<file path="src/rtl/instr_fetch.sv">
// -----------------------------------------------------------------------------
// instr_fetch
//
// Instruction fetch stage feeding decode. Owns the program counter, issues
// word-addressed requests to an instruction memory whose response latency is
// variable (>= 1 cycle, in order), and buffers returned instructions together
// with their PC in a small FIFO presented to decode over valid/ready. A
// redirect from the branch/jump logic flushes the FIFO, discards any response
// still in flight and restarts fetch at the new PC.
//
// At most one memory request is outstanding at a time:
//   IDLE : nothing outstanding
//   WAIT : one outstanding, its response will be pushed into the FIFO
//   DROP : one outstanding, its response will be thrown away (post-redirect)
//
// Ports
//   clk            in   clock, rising-edge
//   rst            in   synchronous active-high reset
//   imem_req       out  request strobe (memory always accepts)
//   imem_addr      out  word address of the request (current pc)
//   imem_rvalid    in   response strobe
//   imem_rdata     in   instruction word of the response
//   instr_valid    out  FIFO head holds an instruction for decode
//   instr_ready    in   decode takes the head this cycle
//   instr          out  head instruction
//   instr_pc       out  PC of the head instruction
//   redirect_valid in   flush and restart fetch
//   redirect_pc    in   new fetch PC
// -----------------------------------------------------------------------------
module instr_fetch #(
    parameter int              XLEN     = 32,
    parameter int              PC_W     = 8,
    parameter logic [PC_W-1:0] RESET_PC = '0,
    parameter int              DEPTH    = 2
) (
    input  logic            clk,
    input  logic            rst,
    output logic            imem_req,
    output logic [PC_W-1:0] imem_addr,
    input  logic            imem_rvalid,
    input  logic [XLEN-1:0] imem_rdata,
    output logic            instr_valid,
    input  logic            instr_ready,
    output logic [XLEN-1:0] instr,
    output logic [PC_W-1:0] instr_pc,
    input  logic            redirect_valid,
    input  logic [PC_W-1:0] redirect_pc
);

    localparam int PTR_W = (DEPTH > 1) ? $clog2(DEPTH) : 1;
    localparam int CNT_W = $clog2(DEPTH + 1);

    typedef enum logic [1:0] {
        IDLE = 2'd0,
        WAIT = 2'd1,
        DROP = 2'd2
    } state_t;

    state_t            state;
    logic [PC_W-1:0]   pc;
    logic [PC_W-1:0]   req_pc;
    logic [XLEN-1:0]   buf_instr [DEPTH];
    logic [PC_W-1:0]   buf_pc    [DEPTH];
    logic [PTR_W-1:0]  wr_ptr;
    logic [PTR_W-1:0]  rd_ptr;
    logic [CNT_W-1:0]  count;

    logic full;
    logic push;
    logic pop;

    assign full = (count == CNT_W'(DEPTH));

    // Outputs depend only on state/count and the redirect strobe; instr_ready
    // and imem_rvalid never reach an output combinationally.
    assign imem_req    = !rst && !redirect_valid && (state == IDLE) && !full;
    assign imem_addr   = pc;
    assign instr_valid = (count != '0) && !redirect_valid;
    assign instr       = buf_instr[rd_ptr];
    assign instr_pc    = buf_pc[rd_ptr];

    // A kept response can never overflow the FIFO: a request is only issued
    // with room available and count cannot rise while it is outstanding.
    assign push = (state == WAIT) && imem_rvalid && !redirect_valid && !rst;
    assign pop  = instr_valid && instr_ready;

    // FIFO storage carries no reset; count and pointers qualify it.
    always_ff @(posedge clk) begin
        if (push) begin
            buf_instr[wr_ptr] <= imem_rdata;
            buf_pc[wr_ptr]    <= req_pc;
        end
    end

    always_ff @(posedge clk) begin
        if (rst) begin
            pc     <= RESET_PC;
            state  <= IDLE;
            count  <= '0;
            wr_ptr <= '0;
            rd_ptr <= '0;
        end else if (redirect_valid) begin
            pc     <= redirect_pc;
            count  <= '0;
            wr_ptr <= '0;
            rd_ptr <= '0;
            // An outstanding response must still be absorbed, but its data is
            // stale; unless it arrives right now, remember to discard it.
            case (state)
                WAIT, DROP: state <= imem_rvalid ? IDLE : DROP;
                default:    state <= IDLE;
            endcase
        end else begin
            if (imem_req) begin
                req_pc <= pc;
                pc     <= pc + PC_W'(1);
            end
            if (push) begin
                wr_ptr <= wr_ptr + PTR_W'(1);
            end
            if (pop) begin
                rd_ptr <= rd_ptr + PTR_W'(1);
            end
            count <= count + CNT_W'(push) - CNT_W'(pop);
            // A response seen in IDLE belongs to a request issued before reset.
            case (state)
                IDLE:       state <= imem_req ? WAIT : IDLE;
                WAIT, DROP: state <= imem_rvalid ? IDLE : state;
                default:    state <= IDLE;
            endcase
        end
    end

endmodule

</file>
<file path="config.mk">
export PLATFORM = sky130hd
export DESIGN_NAME = instr_fetch
export DESIGN_NICKNAME = d
export VERILOG_FILES = /design/src/rtl/instr_fetch.sv
export SDC_FILE = /design/constraint.sdc
export NUM_CORES = 1
export LEC_CHECK = 0
export CAP_MARGIN = 20
export CORE_ASPECT_RATIO = 0.7
export CORE_UTILIZATION = 60
export CTS_CLUSTER_DIAMETER = 100
export DETAILED_ROUTE_END_ITERATION = 10
export DONT_BUFFER_PORTS = 1
export PLACE_DENSITY = 0.76
export SLEW_MARGIN = 0
export SYNTH_ARGS = -nofsm -noshare
export SYNTH_HDL_FRONTEND = slang
export SYNTH_SLANG_ARGS = --single-unit
export TNS_END_PERCENT = 20
</file>
<file path="constraint.sdc">
create_clock -name clk -period 7.8 [get_ports clk]
set_input_delay 1.56 -clock clk [delete_from_list [all_inputs] [get_ports clk]]
set_output_delay 1.56 -clock clk [all_outputs]
set_load 0.05 [all_outputs]
</file>
Word level (Yosys, flattened, before mapping) --
Memory sizes are Yosys's and may differ from the RTL's. A register that Yosys moved wholly into a read port is not among the register bits. Index checks and enable logic that the tools add are counted.
Operators by class: $add $sub $neg 5, eq/ne operators 4, mux-type cells 14, bitwise gates (word level) 2, reduce and logical (&&, ||, !) cells 17
Operator list (count):
- two-way mux 8 bit | 2
- adder 8 x 1 -> 8 bit, second input constant | 1
- logical AND 1 bit | 8
- two-way mux 2 bit | 4
- two-way mux 1 bit | 7
- equality test 2 bit, second input constant | 2
- one-hot mux 2 bit (2 select lines) | 1
- nonzero test 2 bit | 2
- OR reduction 2 bit | 2
- zero test 1 bit | 3
- inequality test 3 bit, second input constant | 1
- AND reduction 3 bit | 1
- adder 1 bit, second input constant | 2
- adder 2 x 1 -> 2 bit | 1
- equality test 2 x 1 -> 1 bit, second input constant | 1
- zero test 2 bit | 1
- NOT 1 bit | 2
- subtractor 2 x 1 -> 2 bit | 1
Storage, ports and cells: register bits after elaboration 22, RAM bits 80, input bits 45, output and inout port bits 50, logic and storage cells 50, memories 2
Memories:
- buf_instr | depth 2, width 32, rd ports 1, clocked after memory_dff 1, write ports 1, line 62 | logic [XLEN-1:0] buf_instr [DEPTH];
- buf_pc | depth 2, width 8, rd ports 1, clocked after memory_dff 1, write ports 1, line 63 | logic [PC_W-1:0] buf_pc [DEPTH];

Depth between registers and ports, before layout --
Gate-level depths: netlist (run 1).
depth in word-level cells 7, mapped depth 9, gate-level depth less buffers 9

Least setup slack after synthesis (run 1) --
OpenSTA, ideal clock, no wires.
kind input-to-output, start point input port rst, end point output port imem_req, arrival 2.842 ns, required time 6.240 ns, slack 3.398 ns, stages 4, buffers on the path 2, path through clkbuf_1 -> or2_2 -> clkbuf_1 -> nor2_1
On the way: longest elaborated chain between the ends 4
RTL lines:
- from (decl) | line 37 | input logic rst,
- zero test 1 bit | line 76 | assign imem_req = !rst && !redirect_valid && (state == IDLE) && !full;
- logical AND 1 bit (3 in series) | line 76
- to (decl) | line 38 | output logic imem_req,
Every way passes these cells.

Worst setup path in the final report (run 1) --
start point input port redirect_valid, end point output port imem_req
On the way: longest elaborated chain between the ends 4
RTL lines:
- from (decl) | line 46 | input logic redirect_valid,
- zero test 1 bit | line 76
- logical AND 1 bit (3 in series) | line 76
Every way passes these cells.

==> flow_metrics.env, run 1 <==
export IMPL_status="finished, violations left"
export IMPL_violations="design-rule violations"
export IMPL_drt_iter0_markers=72
export IMPL_clockBufferDepth=2
export IMPL_hold_buffers=0
export IMPL_fin_util_pct=67.2
export IMPL_synthesis_instances=221
export IMPL_cp_top_family="simple AND/OR/NAND/NOR gates"
export IMPL_cts_buffers=9
export IMPL_grt_overflow=0
export IMPL_finalClockSkew_ps=5.54
export IMPL_cp_slowest_cell="nor2_1"
export IMPL_placed_area_mm2=0.00402
export IMPL_synth_xor_area_share_pct=2.03
export IMPL_drive_gt1_share_pct=28.9
export IMPL_vias_per_cell=5.73
export IMPL_wl_um=5850
export IMPL_pin_count=95
export IMPL_via_count=1776
export IMPL_cts_root_buffer="clkbuf_8"
export IMPL_setup_viol=0
export IMPL_die_width_um=98.1
export IMPL_row_count=24
export IMPL_syn_area_per_cell_um2=17.5
export IMPL_endpoint_kind="output pin"
export IMPL_place_congestion=0.779
export IMPL_power_leakage_nw=1.36
export IMPL_grt_pass1_wl_um=9400
export IMPL_core_area_mm2=0.00625
export IMPL_cp_start_kind="input pin"
export IMPL_stdcell_area_mm2=0.00420
export IMPL_synth_fp_nets=271
export IMPL_tightest_slew_ps=964
export IMPL_die_h_um=69.3
export IMPL_place_hpwl_um=3900
export IMPL_synth_top_family_by_area="multiplexers"
export IMPL_synth_area_mm2=0.00388
export IMPL_dpl_worst_slack_ps=3620
export IMPL_synth_fa_ha_area_share_pct=1.61
export IMPL_required_ps=6240
export IMPL_initial_utilization_pct=62.1
export IMPL_hold_viol=0
export IMPL_hold_ws_ps=463
export IMPL_synth_simple_area_share_pct=4.78
export IMPL_numClockSinks=103
export IMPL_die_area_mm2=0.00679
export IMPL_io_buffer_count=0
export IMPL_mostFrequentLayoutCells="88 x edfxtp_1, 40 x mux2_2, 14 x dfxtp_1, 13 x nor2_1, 9 x clkbuf_8"
export IMPL_post_drt_wl_per_cell_um=18.9
export IMPL_setup_slack_ps=3620
export IMPL_period_needed_ps=4180
export IMPL_cp_max_fo=7
export IMPL_drc=10
export IMPL_fin_setup_tns_ps=0
export IMPL_ys_seq_elements=103
export IMPL_cts_clk_slew_worst_paths_ps=90
export IMPL_relSlewSlack_pct=35.8
export IMPL_htree_levels=3
export IMPL_synth_seq_area_share_pct=75.9
export IMPL_critPathBufInv=0
export IMPL_rsz0062_at_grt="false"
export IMPL_synth_compound_area_share_pct=2.87
export IMPL_grt_pass1_vias=1854
export IMPL_cp_arrival_ps=2620
export IMPL_critPathKind="input pin to output pin"
export IMPL_ant_nets=0
export IMPL_ys_warn_count=0
export IMPL_maxCapViolations=0
export IMPL_cts_tree="yes"
export IMPL_path_cells="or2_2, nor2_1"
export IMPL_insertedDiodeCount=0
export IMPL_final_common_cell="edfxtp_1"
export IMPL_grt_max_degree=41
export IMPL_cts_resized=0
export IMPL_synth_cell_types=28
export IMPL_hp_class="flop to flop"
export IMPL_synthMuxAreaShare_pct=11.6
export IMPL_cpPeakStageDelay_ps=710
export IMPL_syn_to_final_growth_pct=8.33
export IMPL_fin_crit_sh_pct=53.6
export IMPL_fmax_mhz=239
export IMPL_power_density_mw_per_mm2=227
export IMPL_vdd_ir_drop_max_uv=147
export IMPL_firstDrtPassIters=7
export IMPL_antenna_found_initial=0
export IMPL_drv_slew=0
export IMPL_fin_nets=277
export IMPL_cts_setup_buffers=0
export IMPL_grtUsageTotal_pct=19.1
export IMPL_clk_insertion_delay_late_ps=370
==> layer usage <==
| metal | part of all wire, % | vias up | track usage [%] |
|---|---|---|---|
| li1 | - | 845 | - |
| met1 | 42 | 851 | 23.9 |
| met2 | 46 | 68 | 28.6 |
| met3 | 9.6 | 12 | 7.56 |
| met4 | 2.1 | 0 | 10.6 |
| met5 | 0 | - | 0 |
==> Yosys cell counts <==
library cell | n | area [um^2]
clkinv_1 | 1 | 3.75
a211oi_1 | 5 | 37.5
nor2_1 | 15 | 56.3
xor2_1 | 6 | 52.6
nand2b_1 | 2 | 12.5
xnor2_1 | 3 | 26.3
nand2_1 | 3 | 11.3
or2_2 | 2 | 12.5
mux2_2 | 40 | 450
inv_1 | 4 | 15.0
and2_1 | 2 | 12.5
clkbuf_1 | 3 | 11.3
nand4_1 | 3 | 18.8
o21ai_0 | 2 | 10.0
dfxtp_1 | 15 | 300
or3_1 | 2 | 12.5
and3_2 | 2 | 15.0
a211oi_2 | 1 | 12.5
a21oi_1 | 1 | 5.00
buf_1 | 4 | 15.0
edfxtp_1 | 88 | 2640
or3b_1 | 1 | 8.76
a311oi_1 | 1 | 8.76
o21bai_1 | 2 | 15.0
a31oi_1 | 2 | 12.5
o21ba_2 | 1 | 10.0
nand3_1 | 5 | 25.0
ha_1 | 5 | 62.6
==> power breakdown <==
group          internal (mW)  total (mW)  leakage, nW  switching, mW
combinational        0.00820      0.0277        0.347         0.0195
sequential             0.605       0.624        0.921         0.0183
clock                  0.120       0.301       0.0959          0.180
total                  0.734       0.952         1.36          0.218
==> cells by family after synthesis <==
family / count (synthesis)
adder cells (fa/ha/maj): 5
AO/OA/AOI/OAI: 15
multiplexers: 40
buffers and inverters: 12
AND/OR/NAND/NOR: 37
XOR/XNOR: 9
flip-flops: 103
==> final timing paths <==
| kind | start | end | slack [ps] | depth (start not counted) |
|---|---|---|---|---|
| worst max-delay path | redirect_valid | imem_req | 3620 | 2 |
| worst min-delay path | req_pc[0]$_DFFE_PP_ | buf_pc[1][0]$_DFFE_PP_ | 460 | 0 |
| worst max register to register | state[1]$_SDFFE_PP0P_ | buf_instr[0][19]$_DFFE_PP_ | 5810 | 5 |
| worst min register to register | req_pc[0]$_DFFE_PP_ | buf_pc[1][0]$_DFFE_PP_ | 460 | 0 |
==> area by class of cell <==
| class | count | area (um^2) |
|---|---|---|
| Clock inverter | 7 | 56.3 |
| Multi-Input combinational cell | 106 | 903 |
| Tap cell | 78 | 97.6 |
| Sequential cell | 103 | 2940 |
| Inverter | 5 | 18.8 |
| Fill cell | 433 | 2050 |
| Timing Repair Buffer | 2 | 55.1 |
| Clock buffer | 9 | 124 |
==> flip-flops by register name (all words and copies together), names as in the netlist, named ones only <==
register and flops:
wr_ptr 1, count 2, buf_pc 16, buf_instr 64, rd_ptr 1, req_pc 8, state 2, imem_addr 8
==> through the flow <==
stage	total power, mW	instances
2_1_floorplan	0.658	221
3_3_place_gp	0.662	292
3_5_place_dp	0.664	294
4_1_cts	0.962	310
5_1_grt	0.984	310
6_report	0.952	310
(Power assumes the default switching activity.)
==> inputs of run 2 (changes only) <==
--- a/config.mk
+++ b/config.mk
@@ -7,11 +7,11 @@
 export LEC_CHECK = 0
 export CAP_MARGIN = 20
 export CORE_ASPECT_RATIO = 0.7
-export CORE_UTILIZATION = 60
+export CORE_UTILIZATION = 56
 export CTS_CLUSTER_DIAMETER = 100
 export DETAILED_ROUTE_END_ITERATION = 10
 export DONT_BUFFER_PORTS = 1
-export PLACE_DENSITY = 0.76
+export PLACE_DENSITY = 0.74
 export SLEW_MARGIN = 0
 export SYNTH_ARGS = -nofsm -noshare
 export SYNTH_HDL_FRONTEND = slang
==> constraint.sdc (replaced) <==
create_clock -name clk -period 3.4 [get_ports clk]
set_input_delay 0.68 -clock clk [delete_from_list [all_inputs] [get_ports clk]]
set_output_delay 0.68 -clock clk [all_outputs]
set_load 0.05 [all_outputs]
==> flow_metrics.env, run 2 (synthesis gave the netlist of run 1 again) <==
export IMPL_cts_buffers=9
export IMPL_cts_root_buffer="clkbuf_8"
export IMPL_cts_tree="yes"
export IMPL_tightest_slew_ps=914
export IMPL_die_width_um=101
export IMPL_initial_utilization_pct=60.0
export IMPL_critPathKind="flop to output pin"
export IMPL_hold_buffers=0
export IMPL_htree_levels=3
export IMPL_maxCapViolations=0
export IMPL_row_count=24
export IMPL_path_cells="mux2_2"
export IMPL_cpPeakStageDelay_ps=940
export IMPL_grt_max_degree=41
export IMPL_fin_util_pct=65.4
export IMPL_period_needed_ps=2540
export IMPL_finalClockSkew_ps=7.74
export IMPL_final_common_cell="edfxtp_1"
export IMPL_syn_to_final_growth_pct=8.91
export IMPL_required_ps=2720
export IMPL_drv_slew=0
export IMPL_wl_um=5880
export IMPL_power_density_mw_per_mm2=532
export IMPL_endpoint_kind="output pin"
export IMPL_dpl_worst_slack_ps=1100
export IMPL_cp_top_family="flip-flops"
export IMPL_cts_clk_slew_worst_paths_ps=90
export IMPL_p_comb_share_pct=2.8
export IMPL_setup_viol=0
export IMPL_stdcell_area_mm2=0.00422
export IMPL_insertedDiodeCount=0
export IMPL_crit_cells=1
export IMPL_fin_crit_sh_pct=74.8
export IMPL_die_h_um=71.6
export IMPL_place_congestion=0.706
export IMPL_vias_per_cell=5.54
export IMPL_cts_setup_buffers=0
export IMPL_post_drt_wl_per_cell_um=18.0
export IMPL_power_leakage_nw=1.38
export IMPL_die_area_mm2=0.00726
export IMPL_rsz0062_at_grt="false"
export IMPL_power_switching_mw=0.489
export IMPL_cp_max_fo=40
export IMPL_placed_area_mm2=0.00402
export IMPL_min_path_cells=1
export IMPL_r2r_cells=5
export IMPL_cp_arrival_ps=1860
export IMPL_io_buffer_count=0
export IMPL_mostFrequentLayoutCells="88 x edfxtp_1, 40 x mux2_2, 14 x dfxtp_1, 13 x nor2_1, 9 x clkbuf_8"
export IMPL_cp_slowest_cell="dfxtp_2"
export IMPL_clkPwrFrac_pct=33.6
export IMPL_largestRegisters="buf_instr: 64 flops, buf_pc: 16 flops"
export IMPL_fin_nets=280
export IMPL_core_area_mm2=0.00646
export IMPL_numClockSinks=103
export IMPL_drc=0
export IMPL_pin_count=95
export IMPL_grtUsageTotal_pct=17.7
export IMPL_regMostFlops="buf_instr"
export IMPL_drive_gt1_share_pct=29.4
export IMPL_hold_ws_ps=381
export IMPL_antenna_found_initial=0
export IMPL_fmax_mhz=393
export IMPL_place_hpwl_um=4120
export IMPL_critPathBufInv=0
export IMPL_vdd_ir_drop_max_uv=308
export IMPL_relSlewSlack_pct=39.1
export IMPL_drt_iter0_markers=52
export IMPL_switching_share_pct=21.8
export IMPL_status="finished clean"
export IMPL_seq_power_share_pct=63.6
export IMPL_setup_slack_ps=855
export IMPL_ant_nets=0
export IMPL_cts_resized=0
export IMPL_clk_insertion_delay_late_ps=350
export IMPL_p_int_mw=1.76
export IMPL_cp_start_kind="flop"
export IMPL_grt_pass1_wl_um=8990
export IMPL_grt_overflow=0
export IMPL_clockBufferDepth=2
export IMPL_via_count=1807
export IMPL_firstDrtPassIters=4
export IMPL_fin_setup_tns_ps=0
export IMPL_hold_viol=0
export IMPL_grt_pass1_vias=1825
export IMPL_largest_register_ffs=64
export IMPL_hp_class="input pin to flop"
==> run 2: routing by layer <==
metal  vias to the layer above  GRT usage (%)  routed length (um)
met5                         -              0                   0
met4                         0           4.83                  57
met3                         7           10.7                 624
met2                        70           27.8                2720
met1                       872           20.5                2470
li1                        858              -                   -
==> run 2: cell type report <==
cell class	count	area (um^2)
clock buffer	9	124
clock inverter	7	80.1
fill	473	2230
inverter	5	18.8
multi-input combinational	106	903
sequential	103	2940
tap	91	114
timing repair buffer	5	37.5
==> run 2: final timing paths <==
| kind | from | slack (ps) | to |
|---|---|---|---|
| worst max-delay path | flop | 860 | instr_pc[4] |
| worst max register to register | imem_addr[1]$_SDFFE_PP0P_ | 1430 | imem_addr[6]$_SDFFE_PP0P_ |
| worst min-delay path | rst | 380 | imem_addr[6]$_SDFFE_PP0P_ |
| worst min register to register | req_pc[6]$_DFFE_PP_ | 460 | buf_pc[0][6]$_DFFE_PP_ |
==> run 2: worst register-to-register path: stages, from the launching register on <==
cell and delay (ps):
dfxtp_1 730, ha_1 300, nand4_1 90, or3b_1 390, xor2_1 160, a211oi_2 230
==> run 2: per-stage QoR <==
stage | total power, mW | cells
after global placement | 1.52 | 310
after detailed placement | 1.52 | 310
after global routing | 2.32 | 326
after floorplan | 1.51 | 221
final | 2.25 | 326
after CTS | 2.27 | 326
==> run 2: power groups by stage <==
stage	Clock [mW]	Combinational, mW	Sequential (mW)
final	0.754	0.0628	1.43
after CTS	0.771	0.0637	1.43
after floorplan	0	0.0560	1.45
after global placement	0	0.0627	1.46
after global routing	0.821	0.0702	1.43
after detailed placement	0	0.0633	1.46
==> inputs of run 3 (changes only) <==
==> constraint.sdc (replaced) <==
create_clock -name clk -period 2.2 [get_ports clk]
set_input_delay 0.44 -clock clk [delete_from_list [all_inputs] [get_ports clk]]
set_output_delay 0.44 -clock clk [all_outputs]
set_load 0.05 [all_outputs]
==> flow_metrics.env, run 3 (synthesis gave the netlist of run 1 again) <==
export IMPL_status="finished clean"
export IMPL_drc=0
export IMPL_largestRegisters="buf_instr: 64 flops, buf_pc: 16 flops"
export IMPL_pin_count=95
export IMPL_setup_viol=0
export IMPL_cp_arrival_ps=1520
export IMPL_htree_levels=3
export IMPL_period_needed_ps=1960
export IMPL_dp_cells=322
export IMPL_multi_input_area_um2=903
export IMPL_nFillCells=493
export IMPL_cpPeakStageDelay_ps=310
export IMPL_hold_buffers=0
export IMPL_rsz0062_at_grt="false"
export IMPL_cp_slowest_cell="dfxtp_1"
export IMPL_core_area_mm2=0.00646
export IMPL_insertedDiodeCount=0
export IMPL_cts_resized=0
export IMPL_hold_ws_ps=143
export IMPL_final_common_cell="edfxtp_1"
export IMPL_fin_nets=292
export IMPL_grt_pass1_vias=1822
export IMPL_numClockSinks=103
export IMPL_largest_register_ffs=64
export IMPL_initial_utilization_pct=60.0
export IMPL_relSlewSlack_pct=61.5
export IMPL_hold_viol=0
export IMPL_firstDrtPassIters=4
export IMPL_required_ps=1760
export IMPL_finalClockSkew_ps=7.09
export IMPL_hp_class="input pin to flop"
export IMPL_cts_setup_buffers=0
export IMPL_die_width_um=101
export IMPL_clk_insertion_delay_late_ps=350
export IMPL_regMostFlops="buf_instr"
export IMPL_vdd_ir_drop_max_uv=497
export IMPL_row_count=24
export IMPL_cts_root_buffer="clkbuf_8"
export IMPL_place_hpwl_um=4100
export IMPL_drt_iter0_markers=56
export IMPL_vias_per_cell=5.48
export IMPL_cts_buffers=9
export IMPL_power_leakage_nw=1.42
export IMPL_cts_tree="yes"
export IMPL_maxCapViolations=0
export IMPL_via_count=1851
export IMPL_syn_to_final_growth_pct=10.7
export IMPL_p_total_mw=3.39
export IMPL_grt_max_degree=22
export IMPL_die_h_um=71.6
export IMPL_ant_nets=0
export IMPL_tightest_slew_ps=577
export IMPL_cp_max_fo=7
export IMPL_cp_start_kind="flop"
export IMPL_clockBufferDepth=2
export IMPL_drive_gt1_share_pct=32.8
export IMPL_grt_overflow=0
export IMPL_final_cells=338
export IMPL_place_congestion=0.756
export IMPL_wl_um=5980
export IMPL_post_drt_wl_per_cell_um=17.7
export IMPL_critPathKind="flop to output pin"
export IMPL_fmax_mhz=510
export IMPL_grt_pass1_wl_um=9340
export IMPL_io_buffer_count=0
export IMPL_mostFrequentLayoutCells="88 x edfxtp_1, 40 x mux2_2, 17 x buf_4, 14 x dfxtp_1, 13 x nor2_1"
export IMPL_die_area_mm2=0.00726
export IMPL_grtUsageTotal_pct=17.9
export IMPL_register_area_mm2=0.00294
export IMPL_path_cells="inv_1, ha_1, nand2_1, nor2_1, buf_4"
export IMPL_fin_crit_sh_pct=89.1
export IMPL_antenna_found_initial=0
export IMPL_cts_clk_slew_worst_paths_ps=90
export IMPL_drv_slew=0
export IMPL_endpoint_kind="output pin"
export IMPL_power_density_mw_per_mm2=790
[run 3: cell types whose count changed in the layout (fill, tap and decap cells not counted)]
cell and change:
buf_4 +12, bufinv_16 -1, clkbuf_1 +1, clkbuf_8 +1, clkinv_1 -1, clkinv_2 +1
clkinv_4 -1, clkinvlp_4 +1, inv_6 -1
[run 3: final cells by class]
type	instances	share of cell area, %
clock buffer	11	3.30
clock inverter	5	0.962
inverter	5	0.437
multi-input combinational	106	21.1
sequential	103	68.6
tap	91	2.65
timing repair buffer	17	2.97
[run 3: power breakdown]
group | internal [mW] | total (mW) | switching, mW
registers | 2.15 | 2.17 | 0.0199
clock network | 0.455 | 1.06 | 0.609
logic | 0.0438 | 0.159 | 0.115
total | 2.64 | 3.39 | 0.744
[run 3: through the flow]
stage,area [um^2],setup TNS (ps),utilization [%],setup slack [ps]
after CTS,4290,0,66.5,205
after global placement,4110,0,63.6,507
after global routing,4290,0,66.5,88.5
after floorplan,3880,-5000,-,-62.5
final,4290,0,66.5,241
after detailed placement,4110,0,63.6,451
[run 3: worst paths after layout]
check	slack [ps]	to	start	cells after the start
worst min register to register	460	buf_pc[1][1]$_DFFE_PP_	req_pc[1]$_DFFE_PP_	0
worst max-delay path	240	imem_req	state[1]$_SDFFE_PP0P_	5
worst min-delay path	140	imem_addr[6]$_SDFFE_PP0P_	rst	1
worst max register to register	530	count[1]$_SDFF_PP0_	count[1]$_SDFF_PP0_	8
[run 3: critical path: cells and delay by family (launching register included)]
kind | cells | cell delay, ps
adders and majority gates | 1 | 280
buffers and inverters | 2 | 290
DFF | 1 | 310
and+or+nand+nor | 2 | 290
[run 3: per-layer routing]
metal  track usage, %  vias up  wire length (um)  part of all wire [%]
met1             23.1      904              2670                    45
met5                0        -                 0                     0
met2             25.9       71              2680                    45
met4             5.31        0                25                  0.42
met3             10.2        4               608                    10
li1                 -      872                 -                     -
